--- config.mk ---
export PLATFORM = sky130hd
export DESIGN_NAME = xbus_master_arbiter
export DESIGN_NICKNAME = d
export VERILOG_FILES = /design/src/rtl/xbus_master_arbiter.sv
export SDC_FILE = /design/constraint.sdc
export NUM_CORES = 1
export LEC_CHECK = 0
export BUFFER_PORTS_ARGS = -buffer_cell sky130_fd_sc_hd__buf_2
export CAP_MARGIN = 20
export CELL_PAD_IN_SITES_DETAIL_PLACEMENT = 0
export CELL_PAD_IN_SITES_GLOBAL_PLACEMENT = 2
export CORE_ASPECT_RATIO = 1.5
export CORE_MARGIN = 5
export CORE_UTILIZATION = 20
export DETAILED_ROUTE_END_ITERATION = 10
export GPL_TIMING_DRIVEN = 0
export PLACE_DENSITY_LB_ADDON = 0.3
export SYNTH_ARGS = -nofsm -noshare
export SYNTH_HDL_FRONTEND = slang
export SYNTH_SLANG_ARGS = --single-unit
--- constraint.sdc ---
create_clock -name Bus2IP_Mst_Clk -period 5.6 [get_ports Bus2IP_Mst_Clk]
set_clock_uncertainty 0.15 [all_clocks]
set_input_delay 0.56 -clock Bus2IP_Mst_Clk [delete_from_list [all_inputs] [get_ports Bus2IP_Mst_Clk]]
set_output_delay 0.56 -clock Bus2IP_Mst_Clk [all_outputs]
set_load 0.01 [all_outputs]
--- src/rtl/xbus_master_arbiter.sv ---
// xbus_master_arbiter: round-robin sharing of one xbus master port among C_NUM_MASTERS requesters,
// one transaction per grant, with a watchdog that revokes grants that are never used.
module xbus_master_arbiter #(
  parameter int C_NUM_MASTERS = 2,
  parameter int C_GNT_TIMEOUT = 16
) (
  input  logic                        Bus2IP_Mst_Clk,
  input  logic                        Bus2IP_Mst_Resetn,
  input  logic [C_NUM_MASTERS-1:0]    ma_req,
  output logic [C_NUM_MASTERS-1:0]    xbm_gnt,
  input  logic [C_NUM_MASTERS-1:0]    ma_select,
  input  logic [32*C_NUM_MASTERS-1:0] ma_addr,
  input  logic [32*C_NUM_MASTERS-1:0] ma_data,
  input  logic [C_NUM_MASTERS-1:0]    ma_rnw,
  input  logic [4*C_NUM_MASTERS-1:0]  ma_be,
  output logic [C_NUM_MASTERS-1:0]    xbm_ack,
  output logic [31:0]                 xbm_data,
  output logic                        arb_req,
  input  logic                        arb_gnt,
  output logic                        arb_select,
  output logic [31:0]                 arb_addr,
  output logic [31:0]                 arb_data,
  output logic                        arb_rnw,
  output logic [3:0]                  arb_be,
  input  logic                        arb_ack,
  input  logic [31:0]                 arb_rdata,
  output logic                        arb_timeout
);
  localparam int N  = C_NUM_MASTERS;
  localparam int OW = $clog2(N);
  localparam int WW = $clog2(C_GNT_TIMEOUT);
  typedef enum logic [1:0] {IDLE, GRANT, BUSY, RELEASE} state_t;
  state_t state, state_n;
  logic [OW-1:0] owner, owner_n, last, last_n, win, idx;
  logic [WW-1:0] wd, wd_n;
  logic [N-1:0] owner_oh;
  logic [31:0] rdata_q;
  logic found, granted, busy, own_sel, own_req, wd_hit;
  assign owner_oh = N'(1) << owner;
  assign own_sel  = ma_select[owner];
  assign own_req  = ma_req[owner];
  assign wd_hit   = wd == WW'(C_GNT_TIMEOUT - 1);
  assign granted  = state == GRANT || state == BUSY;
  assign busy     = state == BUSY;
  // first requester scanning upward from the one after the last served
  always_comb begin
    win = '0;
    idx = '0;
    found = 1'b0;
    for (int i = 1; i <= N; i++) begin
      idx = OW'((int'(last) + i) % N);
      if (!found && ma_req[idx]) begin
        found = 1'b1;
        win = idx;
      end
    end
  end
  always_comb begin
    state_n = state;
    owner_n = owner;
    last_n = last;
    wd_n = wd;
    arb_timeout = 1'b0;
    case (state)
      IDLE: if (found) begin
        owner_n = win;
        wd_n = '0;
        state_n = GRANT;
      end
      GRANT: if (own_sel && arb_gnt) state_n = BUSY;
      else if (!own_req) begin
        last_n = owner;
        state_n = RELEASE;
      end else if (wd_hit) begin
        arb_timeout = 1'b1;
        last_n = owner;
        state_n = RELEASE;
      end else wd_n = wd + WW'(1);
      BUSY: if (arb_ack) begin
        last_n = owner;
        state_n = RELEASE;
      end
      default: state_n = IDLE;
    endcase
  end
  always_ff @(posedge Bus2IP_Mst_Clk or negedge Bus2IP_Mst_Resetn)
    if (!Bus2IP_Mst_Resetn) begin
      state <= IDLE;
      owner <= '0;
      last <= OW'(N - 1);
      wd <= '0;
      rdata_q <= '0;
    end else begin
      state <= state_n;
      owner <= owner_n;
      last <= last_n;
      wd <= wd_n;
      if (busy && arb_ack) rdata_q <= arb_rdata;
    end
  assign xbm_gnt    = granted ? owner_oh : '0;
  assign arb_req    = granted;
  assign arb_select = busy & own_sel;
  assign arb_addr   = busy ? ma_addr[int'(owner)*32 +: 32] : '0;
  assign arb_data   = busy ? ma_data[int'(owner)*32 +: 32] : '0;
  assign arb_rnw    = busy & ma_rnw[owner];
  assign arb_be     = busy ? ma_be[int'(owner)*4 +: 4] : '0;
  assign xbm_ack    = (busy && arb_ack) ? owner_oh : '0;
  assign xbm_data   = rdata_q;
endmodule
# Yosys cells after proc, flatten, opt, wreduce, memory -nomap -nowiden

Index checks and enable logic that the tools add are counted.

Bits in registers: 40
Input port bits: 178
Logic and storage cells: 78

$add $sub $neg: 3
$lt $le $gt $ge: 3
Eq/ne operators: 10
Shifts and indexed selects: 4
Multiplexer cells: 39
Bitwise operators: 2
Reductions and logical operators: 12

Operators by type and width:

| operator                                                                 | number |
|---|---|
| 64-bit by 7-bit variable part select with 32-bit output                  | 2 |
| 32-bit 2-to-1 mux                                                        | 2 |
| 1-bit 2-to-1 mux                                                         | 22 |
| 4-bit 2-to-1 mux                                                         | 5 |
| 2-bit 2-to-1 mux                                                         | 7 |
| 2-bit inequality test (second input constant)                            | 5 |
| 4-bit case mux with 2 select lines                                       | 1 |
| 8-bit by 4-bit variable part select with 4-bit output                    | 1 |
| 1-bit by 2-bit < comparator with 1-bit output (second input constant)    | 3 |
| 2-bit case mux with 3 select lines                                       | 1 |
| 5-bit AND reduction                                                      | 1 |
| 4-bit by 1-bit adder with 4-bit output (second input constant)           | 1 |
| 4-bit == test (second input constant)                                    | 1 |
| 4-bit by 3-bit inequality test with 1-bit output (second input constant) | 1 |
| 4-bit AND reduction                                                      | 1 |
| 2-bit nonzero test                                                       | 2 |
| 1-bit logical AND                                                        | 3 |
| 3-bit inequality test (second input constant)                            | 1 |
| 3-bit AND reduction                                                      | 1 |
| 1-bit adder (second input constant)                                      | 2 |
| 1-bit bitwise AND                                                        | 2 |
| 2-bit by 1-bit == test with 1-bit output (second input constant)         | 1 |
| 2-bit == test (second input constant)                                    | 1 |
| 2-bit zero test                                                          | 1 |
| other kinds (5)                                                          | 5 |

# Logic depth before layout (Yosys ltp)

Depth after elaboration: 9
Gate-level depth with buffers: 6
Depth with buffers taken out: 6

# Worst setup path after synthesis

Ideal clock, no wire load.

Path kind: register -> output
From: register state[0]
To: output port arb_addr[0]
Arrival: 1.379 ns
Data required time: 4.890 ns
Slack: 3.511 ns
Cell stages (with the launch flop): 6
Buffers on the path: 2
Cell sequence: dfrtp_1 > inv_1 > ha_1 > clkbuf_1 > clkbuf_1 > nor2b_1

Longest elaborated chain between the ends: 2

RTL lines:

| item                   | RTL line | source |
|---|---|---|
| start, declared        | 33       | `state_t state, state_n;` |
| start signal, assigned | 94       | `state <= state_n;` |
| 2-bit == test          | 44       | `assign busy = state == BUSY;` |
| 32-bit 2-to-1 mux      | 103      | `assign arb_addr = busy ? ma_addr[int'(owner)*32 +: 32] : '0;` |
| end, declared          | 21       | `output logic [31:0] arb_addr,` |

No other way between the ends.

# Final worst setup path

From: register state[0]
To: output port arb_data[31]

Longest elaborated chain between the ends: 2

RTL lines:

| item              | RTL line | source |
|---|---|---|
| 2-bit == test     | 44       |  |
| 32-bit 2-to-1 mux | 104      | `assign arb_data = busy ? ma_data[int'(owner)*32 +: 32] : '0;` |
| end, declared     | 22       | `output logic [31:0] arb_data,` |

No other way between the ends.

==> flow_results.org <==
** Outcome
- Outcome :: finished, final reports clean

** Yosys
- When the netlist entered floorplanning its net count stood at about 470.
- Mean Syn Cell Area :: ~10 um2
- Synthesis handed over a netlist of between 200 and 300 instances.
- The netlist uses 31 different library cells.
- Number of warnings printed during yosys synthesis :: 0
- Portion of the post-synthesis area used by sequential elements :: approximately 34%
- In this run, synthesis produced a sequential element count of 40.
- After synthesis the cells add up to just under 3000 um2.

** CTS
- Buffers inserted during clock tree synthesis total 5.
- H-tree level count :: 2
- Hold repair after CTS inserted 0 buffers.
- TritonCTS built the clock tree.
- Quantity of gates resized following cts :: 0
- Clock Latency Late Sink :: around 0.29 ns
- After clock tree synthesis, the clock-pin slew on the worst setup and hold paths is ~0.060 ns.
- After clock tree synthesis, the setup repair step added 0 buffers.
- Max clock buf depth :: 2
- Root cell of the clock tree :: sky130_fd_sc_hd__clkbuf_16
- CTS saw 40 sinks.

** Worst setup path
- Critical register-to-register path endpoint :: state[0]$_DFFE_PN0P_
- Reg-to-reg critical path startpoint :: state[1]$_DFFE_PN0P_
- Type of the worst setup path :: reg2out
- For the worst setup path, the data arrival time is 2.23 ns.
- Worst Setup SP :: state[0]$_DFFE_PN0P_
- The worst register-to-register path has a setup slack of ~3.3 ns.
- Of all nets on the critical path, the largest fanout is 10.
- STA puts the critical path data required time at between 4 and 5 ns.
- For the worst flop-to-flop path, the logic depth is 6.
- Last element of the critical path :: arb_data[31]
- The worst setup path is launched from a flip-flop.
- Crit end category :: primary output

** STA
- The worst path in the final design needs a cycle of 2.94 ns, including I/O delays and setup.
- The final critical path takes up ~52% of the cycle.
- Worst rel slew slack :: between 30% and 40%
- Aggregate negative setup slack :: 0 ns
- The number of pins with negative max-slew slack in the final report came to 0.
- For the pin with the worst max-slew slack, the measured transition is between 0.9 and 1 ns.
- Max Clock Freq :: approximately 0.34 GHz
- Hold Vio Cnt, Final :: 0
- Setup violations remaining at the end of the flow were counted as 0.
- Setup repair after global routing missed its margin :: false

** Layout
- Final core utilization :: roughly 33%
- The net count of the finished layout is between 700 and 800.
- Fraction of final layout cells with drive strength greater than 1 :: between 50% and 60%
- Layout-stage area growth over the synthesis result :: 61.8%
- Area of all placed cells without fillers :: 4820 um2
- After filler insertion, the fill cell instance count of the layout stands at roughly 1600.

** Power
- Pwr Density :: between 400 and 500 nW/um2
- For this design the static power due to leakage is around 0.0027 uW.
- IR analysis of the VDD net gives a maximum drop of 325 uV.

** Drt
- Vias :: 3276
- In this run, the number of DRC markers left after iteration 0 of detailed routing was 62.
- The first detailed-routing pass took 2 iterations.
- Via/cell ratio :: 4.23
- Antenna-violating nets left :: 0
- Wires add up to about 14000 um.
- After detailed routing, the number of remaining DRC violations is 0.
- Dividing the detail-routed wire length by the instance count gives ~18 um.

** Floorplanning
- Number of rows in the core area :: 54
- The die covers between 15000 and 20000 um2.
- The initial utilization of the core area, before any placement, comes to around 20%.
- For this design the top-level I/O count stands at between 200 and 300.
- Die Span X :: 110 um
- The floorplan step defined a core boundary enclosing approximately 15000 um2.
- Die Ht :: roughly 160 um

** Global route
- The total overflow left after global routing is 0.
- The first global-routing pass estimated about 19000 um of wire.
- Maximum number of pins on one net before global-route repair :: 41
- The number of global-route vias before repair came to roughly 3700.
- In the global route stage, overall resource usage came out at between 10 and 15%.
- The initial antenna violation count was 8.

** Place
- After legalization and detailed placement, the total HPWL measured 11900 um.
- Final Wtd Congestion :: roughly 0.75
- Number of input and output port buffers inserted :: approximately 290
- Area after DPL :: roughly 4700 um2

** Hold path
- Class of the tightest hold or removal check :: in2async

** Run
- Max-cap violations in this run came to 0.
where the power goes:
group	switching, uW	total [uW]	internal, uW
sequential	76.3	513	436
combinational	791	1530	743
clock	122	331	209
cell usage in the layout, fill, tap and decap left out, types with 2 or more instances in the layout:
cell type / netlist / layout
sky130_fd_sc_hd__buf_2: 7 / 292
sky130_fd_sc_hd__nor2b_1: 73 / 73
sky130_fd_sc_hd__mux2i_1: 71 / 71
sky130_fd_sc_hd__dfrtp_1: 39 / 39
sky130_fd_sc_hd__mux2_2: 36 / 36
sky130_fd_sc_hd__clkbuf_1: 9 / 9
sky130_fd_sc_hd__nand2_1: 7 / 7
sky130_fd_sc_hd__ha_1: 6 / 6
sky130_fd_sc_hd__clkbuf_16: 0 / 5
sky130_fd_sc_hd__inv_1: 4 / 4
sky130_fd_sc_hd__buf_1: 3 / 3
sky130_fd_sc_hd__nor2_1: 3 / 3
sky130_fd_sc_hd__o21ai_0: 3 / 3
sky130_fd_sc_hd__nand3_1: 2 / 2
sky130_fd_sc_hd__nor3b_1: 2 / 2
sky130_fd_sc_hd__nand3b_1: 2 / 2
sky130_fd_sc_hd__o31ai_1: 2 / 2
sky130_fd_sc_hd__a21oi_1: 2 / 2
cell type report:
class	count	area (um2)	area share (%)
Buffer	20	87.6	1.82
Clock buffer	5	125	2.59
Sequential cell	40	1000	20.8
Tap cell	196	245	5.09
Timing Repair Buffer	285	1430	29.6
Multi-Input combinational cell	221	1880	38.9
Inverter	4	15.0	0.311
Clock inverter	3	42.5	0.882
Antenna cell	1	2.50	0.0519
logic make-up after synthesis:
logic type	Yosys count	share of synthesized area, %
flops	40	33.6
simple gates	94	18.9
mux	108	38.0
fa+ha+maj	6	2.52
buf+inv	24	3.44
compound gates	13	3.53
state kept, by name (all words and copies together), names as in the netlist:
| register | flops |
|---|---|
| state | 2 |
| owner | 1 |
| xbm_data | 32 |
| last | 1 |
| wd | 4 |
worst min path at each step:
| stage | end | slack (ns) | startpoint |
|---|---|---|---|
| finish | owner$_DFFE_PN0P_ | 0.26 | Bus2IP_Mst_Resetn |
| global route | xbm_data[25]$_DFFE_PN0P_ | 0.34 | Bus2IP_Mst_Resetn |
| CTS | wd[0]$_DFFE_PN0P_ | 0.28 | Bus2IP_Mst_Resetn |
| detailed placement | xbm_data[25]$_DFFE_PN0P_ | 0.34 | xbm_data[25]$_DFFE_PN0P_ |
| global placement | xbm_data[15]$_DFFE_PN0P_ | 0.33 | xbm_data[15]$_DFFE_PN0P_ |
| floorplan | owner$_DFFE_PN0P_ | 0.11 | Bus2IP_Mst_Resetn |
worst max-delay path: stages (launching register included):
cell,delay (ns)
sky130_fd_sc_hd__dfrtp_1,0.42
sky130_fd_sc_hd__inv_1,0.10
sky130_fd_sc_hd__ha_1,0.21
sky130_fd_sc_hd__clkbuf_1,0.45
sky130_fd_sc_hd__clkbuf_1,0.40
sky130_fd_sc_hd__nor2b_1,0.19
sky130_fd_sc_hd__buf_2,0.18
routing by layer:
| metal | up-vias | global-route usage [%] | wire length, um |
|---|---|---|---|
| li1 | 1567 | - | - |
| met1 | 1469 | 13.6 | 4490 |
| met2 | 206 | 27.2 | 6730 |
| met3 | 20 | 7.99 | 2150 |
| met4 | 14 | 3.74 | 163 |
| met5 | - | 0 | 93 |
synthesized netlist by cell type:
cell type	number	area [um2]
sky130_fd_sc_hd__mux2_2	36	405
sky130_fd_sc_hd__dfrtp_1	39	976
sky130_fd_sc_hd__buf_4	1	7.51
sky130_fd_sc_hd__clkbuf_1	9	33.8
sky130_fd_sc_hd__nor3_1	1	5.00
sky130_fd_sc_hd__nor2_1	3	11.3
sky130_fd_sc_hd__buf_2	7	35.0
sky130_fd_sc_hd__o31ai_1	2	15.0
sky130_fd_sc_hd__nor2b_1	73	457
sky130_fd_sc_hd__o211ai_1	1	7.51
sky130_fd_sc_hd__mux2i_1	71	711
sky130_fd_sc_hd__mux2_4	1	15.0
sky130_fd_sc_hd__nand2_1	7	26.3
sky130_fd_sc_hd__ha_1	6	75.1
sky130_fd_sc_hd__a311oi_1	1	8.76
sky130_fd_sc_hd__a31oi_4	1	21.3
sky130_fd_sc_hd__o21ai_0	3	15.0
sky130_fd_sc_hd__buf_1	3	11.3
sky130_fd_sc_hd__a21oi_1	2	10.0
sky130_fd_sc_hd__or3_1	1	6.26
sky130_fd_sc_hd__dfstp_2	1	26.3
sky130_fd_sc_hd__nor3b_1	2	15.0
sky130_fd_sc_hd__o41ai_1	1	8.76
sky130_fd_sc_hd__and3_1	1	6.26
sky130_fd_sc_hd__nand3b_1	2	15.0
sky130_fd_sc_hd__nand3_1	2	10.0
sky130_fd_sc_hd__a32o_1	1	10.0
sky130_fd_sc_hd__a22o_1	1	8.76
sky130_fd_sc_hd__or2_2	1	6.26
sky130_fd_sc_hd__inv_1	4	15.0
sky130_fd_sc_hd__and2_1	1	6.26
stage by stage:
| stage | setup WS (ns) | cells | hold slack, ns | power (uW) |
|---|---|---|---|---|
| floorplan | 3.51 | 285 | 0.114 | 1490 |
| global placement | 2.82 | 766 | 0.334 | 2080 |
| detailed placement | 2.81 | 766 | 0.338 | 2090 |
| CTS | 2.49 | 774 | 0.277 | 2440 |
| global route | 2.36 | 774 | 0.339 | 2570 |
| finish | 2.66 | 775 | 0.256 | 2380 |
Power figures use the tool's default switching activity.
